### src/rtl/mem_byte_access_pkg.sv
// Shared op codes, FSM states and decode helpers for the MEM-stage byte-serial load/store unit.
package mem_byte_access_pkg;

  localparam int REG_W      = 32;
  localparam int REG_ADDR_W = 5;
  localparam int ALUOP_W    = 8;

  localparam logic [ALUOP_W-1:0] EXE_NOP_OP = 8'h00;
  localparam logic [ALUOP_W-1:0] EXE_ADD_OP = 8'h20;
  localparam logic [ALUOP_W-1:0] EXE_LB_OP  = 8'h80;
  localparam logic [ALUOP_W-1:0] EXE_LH_OP  = 8'h81;
  localparam logic [ALUOP_W-1:0] EXE_LW_OP  = 8'h82;
  localparam logic [ALUOP_W-1:0] EXE_LBU_OP = 8'h84;
  localparam logic [ALUOP_W-1:0] EXE_LHU_OP = 8'h85;
  localparam logic [ALUOP_W-1:0] EXE_SB_OP  = 8'h88;
  localparam logic [ALUOP_W-1:0] EXE_SH_OP  = 8'h89;
  localparam logic [ALUOP_W-1:0] EXE_SW_OP  = 8'h8A;

  typedef enum logic [1:0] {
    MEM_ST_IDLE  = 2'd0,
    MEM_ST_ISSUE = 2'd1,
    MEM_ST_DRAIN = 2'd2,
    MEM_ST_DONE  = 2'd3
  } mem_st_e;

  // last_idx is the index of the final byte: 0 for B, 1 for H, 3 for W.
  typedef struct packed {
    logic       is_mem;
    logic       is_store;
    logic       sext;
    logic [1:0] last_idx;
  } mem_op_t;

  function automatic mem_op_t decode_op(input logic [ALUOP_W-1:0] op);
    mem_op_t d;
    d = '0;
    case (op)
      EXE_LB_OP:  d = '{is_mem: 1'b1, is_store: 1'b0, sext: 1'b1, last_idx: 2'd0};
      EXE_LH_OP:  d = '{is_mem: 1'b1, is_store: 1'b0, sext: 1'b1, last_idx: 2'd1};
      EXE_LW_OP:  d = '{is_mem: 1'b1, is_store: 1'b0, sext: 1'b0, last_idx: 2'd3};
      EXE_LBU_OP: d = '{is_mem: 1'b1, is_store: 1'b0, sext: 1'b0, last_idx: 2'd0};
      EXE_LHU_OP: d = '{is_mem: 1'b1, is_store: 1'b0, sext: 1'b0, last_idx: 2'd1};
      EXE_SB_OP:  d = '{is_mem: 1'b1, is_store: 1'b1, sext: 1'b0, last_idx: 2'd0};
      EXE_SH_OP:  d = '{is_mem: 1'b1, is_store: 1'b1, sext: 1'b0, last_idx: 2'd1};
      EXE_SW_OP:  d = '{is_mem: 1'b1, is_store: 1'b1, sext: 1'b0, last_idx: 2'd3};
      default:    d = '0;
    endcase
    return d;
  endfunction

  function automatic logic [REG_W-1:0] extend_load(input logic [REG_W-1:0] raw, input mem_op_t op);
    case (op.last_idx)
      2'd0:    return op.sext ? {{24{raw[7]}}, raw[7:0]} : {24'd0, raw[7:0]};
      2'd1:    return op.sext ? {{16{raw[15]}}, raw[15:0]} : {16'd0, raw[15:0]};
      default: return raw;
    endcase
  endfunction

  function automatic logic is_misaligned(input mem_op_t op, input logic [1:0] a);
    return ((op.last_idx == 2'd1) && a[0]) || ((op.last_idx == 2'd3) && (a != 2'd0));
  endfunction

endpackage

### src/rtl/mem_rd_pipe.sv
// Read-return delay line: carries {valid, byte index} of each accepted read for RD_LAT cycles.
module mem_rd_pipe #(
  parameter int RD_LAT = 1
) (
  input  logic       clk,
  input  logic       rst,
  input  logic       push_vld,
  input  logic [1:0] push_idx,
  output logic       pop_vld,
  output logic [1:0] pop_idx
);

  logic [RD_LAT-1:0] vld_q, vld_d;
  logic [1:0]        idx_q [RD_LAT];
  logic [1:0]        idx_d [RD_LAT];

  always_comb begin
    vld_d[0] = push_vld;
    idx_d[0] = push_idx;
    for (int i = 1; i < RD_LAT; i++) begin
      vld_d[i] = vld_q[i-1];
      idx_d[i] = idx_q[i-1];
    end
  end

  always_ff @(posedge clk or posedge rst) begin
    if (rst) vld_q <= '0;
    else     vld_q <= vld_d;
  end

  // Index payload is meaningless without its valid bit, so it is not reset.
  always_ff @(posedge clk) begin
    idx_q <= idx_d;
  end

  assign pop_vld = vld_q[RD_LAT-1];
  assign pop_idx = idx_q[RD_LAT-1];

endmodule

### src/rtl/mem_byte_access.sv
// MEM stage: byte-serial little-endian loads/stores over a shared byte RAM port, stalling the pipe.
// Optional macro MEM_ALIGN_CHECK_EN rejects misaligned H/W accesses with mem_err instead of RAM traffic.
module mem_byte_access
  import mem_byte_access_pkg::*;
#(
  parameter int ADDR_W = 17,
  parameter int RD_LAT = 1
) (
  input  logic                  clk,
  input  logic                  rst,
  input  logic [ALUOP_W-1:0]    aluop_in,
  input  logic [REG_ADDR_W-1:0] wd_in,
  input  logic                  wreg_in,
  input  logic [REG_W-1:0]      wdata_in,
  input  logic [REG_W-1:0]      mem_addr_in,
  input  logic [REG_W-1:0]      reg2_in,
  input  logic                  mem_gnt,
  input  logic [7:0]            mem_din,
  output logic [REG_ADDR_W-1:0] wd_out,
  output logic                  wreg_out,
  output logic [REG_W-1:0]      wdata_out,
  output logic                  stallreq,
  output logic                  mem_req,
  output logic                  mem_wr,
  output logic [ADDR_W-1:0]     mem_a,
  output logic [7:0]            mem_dout,
  output logic                  mem_err
);

  mem_st_e           state_q, state_d;
  logic [1:0]        issue_idx_q, issue_idx_d;
  logic [REG_W-1:0]  buf_q, buf_d;
  mem_op_t           op;
  logic [ADDR_W-1:0] base;
  logic              misaligned;
  logic              accept;
  logic              pop_vld;
  logic [1:0]        pop_idx;
  logic              unused_addr_bits;

  assign op               = decode_op(aluop_in);
  assign base             = mem_addr_in[ADDR_W-1:0];
  assign unused_addr_bits = ^mem_addr_in;

`ifdef MEM_ALIGN_CHECK_EN
  assign misaligned = op.is_mem && is_misaligned(op, mem_addr_in[1:0]);
`else
  assign misaligned = 1'b0;
`endif

  mem_rd_pipe #(.RD_LAT(RD_LAT)) u_rd_pipe (
    .clk      (clk),
    .rst      (rst),
    .push_vld (accept && !op.is_store),
    .push_idx (issue_idx_q),
    .pop_vld  (pop_vld),
    .pop_idx  (pop_idx)
  );

  always_comb begin
    buf_d = buf_q;
    if (pop_vld) buf_d[8*pop_idx +: 8] = mem_din;
  end

  always_comb begin
    state_d     = state_q;
    issue_idx_d = issue_idx_q;
    accept      = 1'b0;
    wd_out      = '0;
    wreg_out    = 1'b0;
    wdata_out   = '0;
    stallreq    = 1'b0;
    mem_req     = 1'b0;
    mem_wr      = 1'b0;
    mem_a       = '0;
    mem_dout    = '0;
    mem_err     = 1'b0;
    case (state_q)
      MEM_ST_IDLE: begin
        if (misaligned) begin
          mem_err = 1'b1;
          wd_out  = wd_in;
        end else if (op.is_mem) begin
          stallreq = 1'b1;
          mem_req  = 1'b1;
          state_d  = MEM_ST_ISSUE;
        end else begin
          wd_out    = wd_in;
          wreg_out  = wreg_in;
          wdata_out = wdata_in;
        end
      end
      MEM_ST_ISSUE: begin
        stallreq = 1'b1;
        mem_req  = 1'b1;
      end
      MEM_ST_DRAIN: begin
        stallreq = 1'b1;
        if (pop_vld && (pop_idx == op.last_idx)) state_d = MEM_ST_DONE;
      end
      MEM_ST_DONE: begin
        wd_out    = wd_in;
        wreg_out  = op.is_store ? 1'b0 : wreg_in;
        wdata_out = op.is_store ? wdata_in : extend_load(buf_q, op);
        state_d   = MEM_ST_IDLE;
      end
      default: state_d = MEM_ST_IDLE;
    endcase

    // Shared issue path: byte 0 may already go out from IDLE in the op's first cycle.
    if (mem_req) begin
      mem_wr = op.is_store;
      mem_a  = base + ADDR_W'(issue_idx_q);
      if (op.is_store) mem_dout = reg2_in[8*issue_idx_q +: 8];
      accept = mem_gnt;
      if (accept) begin
        if (issue_idx_q == op.last_idx) begin
          issue_idx_d = 2'd0;
          state_d     = op.is_store ? MEM_ST_DONE : MEM_ST_DRAIN;
        end else begin
          issue_idx_d = issue_idx_q + 2'd1;
        end
      end
    end

    if (rst) begin
      wd_out    = '0;
      wreg_out  = 1'b0;
      wdata_out = '0;
      stallreq  = 1'b0;
      mem_req   = 1'b0;
      mem_wr    = 1'b0;
      mem_a     = '0;
      mem_dout  = '0;
      mem_err   = 1'b0;
    end
  end

  always_ff @(posedge clk or posedge rst) begin
    if (rst) begin
      state_q     <= MEM_ST_IDLE;
      issue_idx_q <= 2'd0;
    end else begin
      state_q     <= state_d;
      issue_idx_q <= issue_idx_d;
    end
  end

  always_ff @(posedge clk) begin
    buf_q <= buf_d;
  end

endmodule
### config.mk
export PLATFORM = sky130hd
export DESIGN_NAME = mem_byte_access
export DESIGN_NICKNAME = d
export VERILOG_FILES = /design/src/rtl/mem_byte_access_pkg.sv /design/src/rtl/mem_rd_pipe.sv /design/src/rtl/mem_byte_access.sv
export SDC_FILE = /design/constraint.sdc
export NUM_CORES = 1
export LEC_CHECK = 0
export ABC_AREA = 1
export BUFFER_PORTS_ARGS = -buffer_cell sky130_fd_sc_hd__buf_2
export CAP_MARGIN = 20
export CORE_MARGIN = 3
export CORE_UTILIZATION = 47
export CTS_BUF_LIST = sky130_fd_sc_hd__clkbuf_8
export CTS_CLUSTER_DIAMETER = 200
export DETAILED_ROUTE_END_ITERATION = 12
export PLACE_DENSITY = 0.92
export SKIP_CTS_REPAIR_TIMING = 1
export SYNTH_ARGS = -nofsm -noshare
export SYNTH_HDL_FRONTEND = slang
export SYNTH_SLANG_ARGS = --single-unit
### constraint.sdc
create_clock -name clk -period 1.9 [get_ports clk]
set_input_delay 0 -clock clk [delete_from_list [all_inputs] [get_ports clk]]
set_output_delay 0 -clock clk [all_outputs]
set_load 0.01 [all_outputs]
Word-level counts from Yosys, hierarchy flattened
Index checks and enable logic that the tools add are counted.
Widths: inputs -> output; s select.
{"block": "totals", "regBits": 39, "input_bits": 121, "out_inout_bits": 67, "wordCells": 69}
{"block": "op_classes", "addsub": 3, "eq_ne": 14, "shifts": 3, "n_mux": 37, "n_reduce_logical": 7}
{"op": "$mux 32", "count": 5}
{"op": "$pmux 32 s2", "count": 2}
{"op": "$eq 8x8->1 const B", "count": 8}
{"op": "$pmux 5 s8", "count": 1}
{"op": "$mux 17", "count": 2}
{"op": "$neg 5->34", "count": 1}
{"op": "$shift 8x34->32 const A", "count": 1}
{"op": "$shiftx 8x34->32", "count": 1}
{"op": "$bwmux 32", "count": 1}
{"op": "$shiftx 32x6->8", "count": 1}
{"op": "$mux 8", "count": 3}
{"op": "$add 17x2->17", "count": 1}
{"op": "$mux 2", "count": 6}
{"op": "$mux 1", "count": 10}
{"op": "$mux 5", "count": 2}
{"op": "$pmux 5 s2", "count": 1}
{"op": "$pmux 1 s2", "count": 3}
{"op": "$pmux 2 s3", "count": 1}
{"op": "$eq 2x1->1 const B", "count": 2}
{"op": "$eq 2x2->1", "count": 2}
{"op": "$eq 2x2->1 const B", "count": 2}
{"op": "$logic_not 2->1", "count": 2}
{"op": "$add 2x1->2 const B", "count": 1}
{"op": "$logic_and 1x1->1", "count": 2}
{"op": "other kinds (3)", "count": 3}

Logic depth before layout (Yosys ltp)
{"block": "depth", "word_depth": 9, "mapped_depth": 13, "ltp_nobuf": 13}

Modules after synthesis
Synthesis repeated with hierarchy kept, for this count alone.
{"block": "unflattened", "cells_unflattened": 495, "hier_area_um2": 3363.2}
{"module": "mem_byte_access", "instances": 1, "cells_per_inst": 491, "area_each_um2": 3294.4, "seq_area_each_um2": 1061.0}
{"module": "mem_rd_pipe", "instances": 1, "cells_per_inst": 4, "area_each_um2": 68.8, "seq_area_each_um2": 65.1}

Worst setup path after synthesis
No wires, ideal clock.
{"block": "synth_timing", "kind": "register -> output", "from": "reg issue_idx_q[0]", "to": "out mem_a[12]", "arrival_time_ps": 1725, "t_required_ps": 1900, "slack_ps": 175, "stages_incl_launch_ff": 11, "n_path_buf": 0, "path_cell_list": "dfrtp_1 > ha_1 > fa_1 > nand2_1 > nor2_1 > nand2_1 > nor2_1 > nand4_1 > nor2_1 > nand3_1 > a21oi_1"}
{"block": "synth_between", "elab_chain_len": 3}
{"item": "from (decl)", "line_no": "mem_byte_access.sv:31", "rtl": "logic [1:0] issue_idx_q, issue_idx_d;"}
{"item": "from (signal assigned)", "line_no": "mem_byte_access.sv:145", "rtl": "issue_idx_q <= issue_idx_d;"}
{"item": "$add 17x2->17", "line_no": "mem_byte_access.sv:113", "rtl": "mem_a = base + ADDR_W'(issue_idx_q);"}
{"item": "$mux 17", "line_no": "mem_byte_access.sv:111", "rtl": "if (mem_req) begin"}
{"item": "$mux 17", "line_no": "mem_byte_access.sv:126", "rtl": "if (rst) begin"}
{"item": "to (decl)", "line_no": "mem_byte_access.sv:25", "rtl": "output logic [ADDR_W-1:0] mem_a,"}
Every way passes these cells.

Worst setup path in the final report
Same ends and word-level chain as after synthesis.

==> results.txt <==
later-pin clock latency in the skew report: 0.28 ns
post-layout min period: 2.195 ns
port bufs: 171
#FFs+latches synth: 39
GR Util All Layers: 0.2317
initial antenna violation count: 0
violated checks: negative setup slack
post-DP HPWL: 8.259 mm
DR pass1 iterations: 5
Inserted Clock Buffers: 5
largest cells by area after synthesis: edfxtp_1, nand2_1, nor2_1, a21oi_1, inv_1
Clock Tree Buf Depth: 2
WL final: 11.01 mm
critical path class: reg2out
largest net degree at the start of global routing: 33
ys async rst share: 0.1282
post-synth top area cell: edfxtp_1
Unique masters post-synth: 36
root buf cell: clkbuf_8
Main synth FF type: edfxtp_1
crit path max fanout: 2
GPL Wtd Cong: 0.9250
RSZ-0062 raised after global routing: yes
WL/cell: 13.99 um
most common cell in the synthesized netlist: nand2_1
# Max-Cap Violations: 0
PnR worst setup slack: -0.2949 ns
fillers: 522
CTS tree: done
first-pass GRT wire length: 16.14 mm
I/O Pins: 188
Final Hold Viols: 0
routed vias: 4040
status: complete, but fails checks
Post-synth EDFFs: 32
vias per inst: 5.133
Initial DRC Count: 228
Core Util, Final: 0.6960
H-tree levels: 2
ant diodes: 0
CP Launch Type: flip-flop
Die X: 91.38 um
top cells by count, synth: nand2_1, nor2_1, inv_1, a21oi_1, edfxtp_1
share of cells above drive strength 1: 0.3806
Data arrival, critical path: 2.19 ns
Leak: 2.418 nW
Num Clock Sinks: 39
area growth from synthesis to layout: 41.09%
Post-Synthesis Cells: 509
syn avg cell area: 6.730 um2
Place WS: 0.02068 ns
critical path required time: 1.90 ns
max-slew violations: 0
Final #Nets: 824
antenna viol nets, final: 0
grt total ovfl: 0
die height: 91.38 um
# rows: 30
drc violations: 0
Final period util: 1.155
power density over the cells: 762.5 nW/um2
setup violation total in the final timing report: 7
Die Footprint: 8349 um2
post-synthesis sequential area ratio: 0.3287
vias in the first global route: 3668
Synth Cell Area: 3426 um2
Yosys top cell area share: 0.2805
Crit. End Element: primary output
Peak VDD IR: 0.3855 mV
Hold/Removal Path Class: in2reg
core area: 6944 um2
Starting Density: 0.4933
Worst Skew: 0.006429 ns
Yosys Warn Count: 0
clock transition at the registers of the reported paths: 0.07 ns
fmax: 455.6 MHz
Synthesized Nets: 643
==> cells in the final DEF, fill, tap and decap left out, drive strengths merged, types with 4 or more instances in the layout <==
cell type	instances
buf	189
nand2	139
nor2	111
inv	54
a21oi	45
edfxtp	32
o21ai	27
nand3	18
o211ai	16
ha	12
clkbuf	8
xor2	6
nor3	6
dfrtp	5
nand4	4
==> where the power goes <==
part	internal [mW]	total [mW]	switching, mW
logic	0.858	2.11	1.25
clock network	0.247	0.519	0.272
registers	0.995	1.06	0.0628
==> kinds of logic (layout without fill, tap and decap cells) <==
kind of cell,after synthesis,after routing,share of synthesized area
AOI/OAI and AO/OA,89,89,0.1479
adders and majority gates,13,13,0.04967
other,1,1,0.001095
and+or+nand+nor,284,284,0.3550
DFF,39,39,0.3287
xor gates and xnor gates,9,9,0.02301
buffers and inverters,74,256,0.09459
==> routing by layer <==
metal | global-route usage | vias to the layer above | wire length (um)
li1 | - | 2001 | -
met1 | 0.2677 | 1821 | 4218
met2 | 0.4335 | 188 | 5874
met3 | 0.03231 | 30 | 660
met4 | 0.07915 | 0 | 253
met5 | 0 | - | 0
==> final cells by class <==
class	instances	area [um2]	share of cell area
sequential	39	1130	0.2338
timing repair buffer	194	1135	0.2348
tap	96	120.1	0.02485
clock buffer	5	68.82	0.01424
clock inverter	3	12.51	0.002589
multi-input combinational	396	2155	0.4458
inverter	54	212.7	0.04401
==> flip-flops by register name (all words and copies together), names as in the netlist <==
name               flops
issue_idx_q            2
u_rd_pipe.pop_idx      2
buf_q                 32
state_q                2
u_rd_pipe.pop_vld      1
==> metrics by stage <==
stage	cells	total power, mW	setup TNS, ns	hold WS [ns]	area (um2)
after global routing	787	3.959	-2.525	0.05036	4833
after global placement	767	2.629	0	-0.04559	4390
after floorplan	509	2.191	0	-0.1898	3426
after CTS	775	3.239	-4.438	-0.3433	4472
after detailed placement	767	2.729	0	-0.03825	4390
final	787	3.686	-0.9211	0.06557	4833
==> worst max-delay path, stage by stage (launching register included) <==
cell and delay (ns):
dfrtp_1 0.37, ha_2 0.20, fa_2 0.23, nand2_4 0.06
nor2_4 0.11, nand2_2 0.06, nor2_2 0.10, nand4_1 0.14
nor2_2 0.20, nand3_2 0.10, o21ai_2 0.14, a21oi_1 0.05
buf_2 0.14
==> worst paths after layout <==
| check | start | end | slack (ns) | depth (start not counted) |
|---|---|---|---|---|
| max reg2reg | state_q[0]$_DFF_PP0_ | state_q[0]$_DFF_PP0_ | 0.33 | 8 |
| min reg2reg | issue_idx_q[1]$_DFFE_PP0P_ | u_rd_pipe.pop_idx[1]$_DFF_P_ | 0.65 | 1 |
| min in group asynchronous | rst | u_rd_pipe.pop_vld$_DFF_PP0_ | 0.25 | 3 |
| min | mem_din[2] | buf_q[18]$_DFFE_PP_ | 0.07 | 3 |
| max | issue_idx_q[0]$_DFFE_PP0P_ | mem_a[12] | -0.29 | 12 |
| max in group asynchronous | rst | issue_idx_q[1]$_DFFE_PP0P_ | 1.37 | 3 |
No activity file was read; power rests on OpenSTA's default activity.
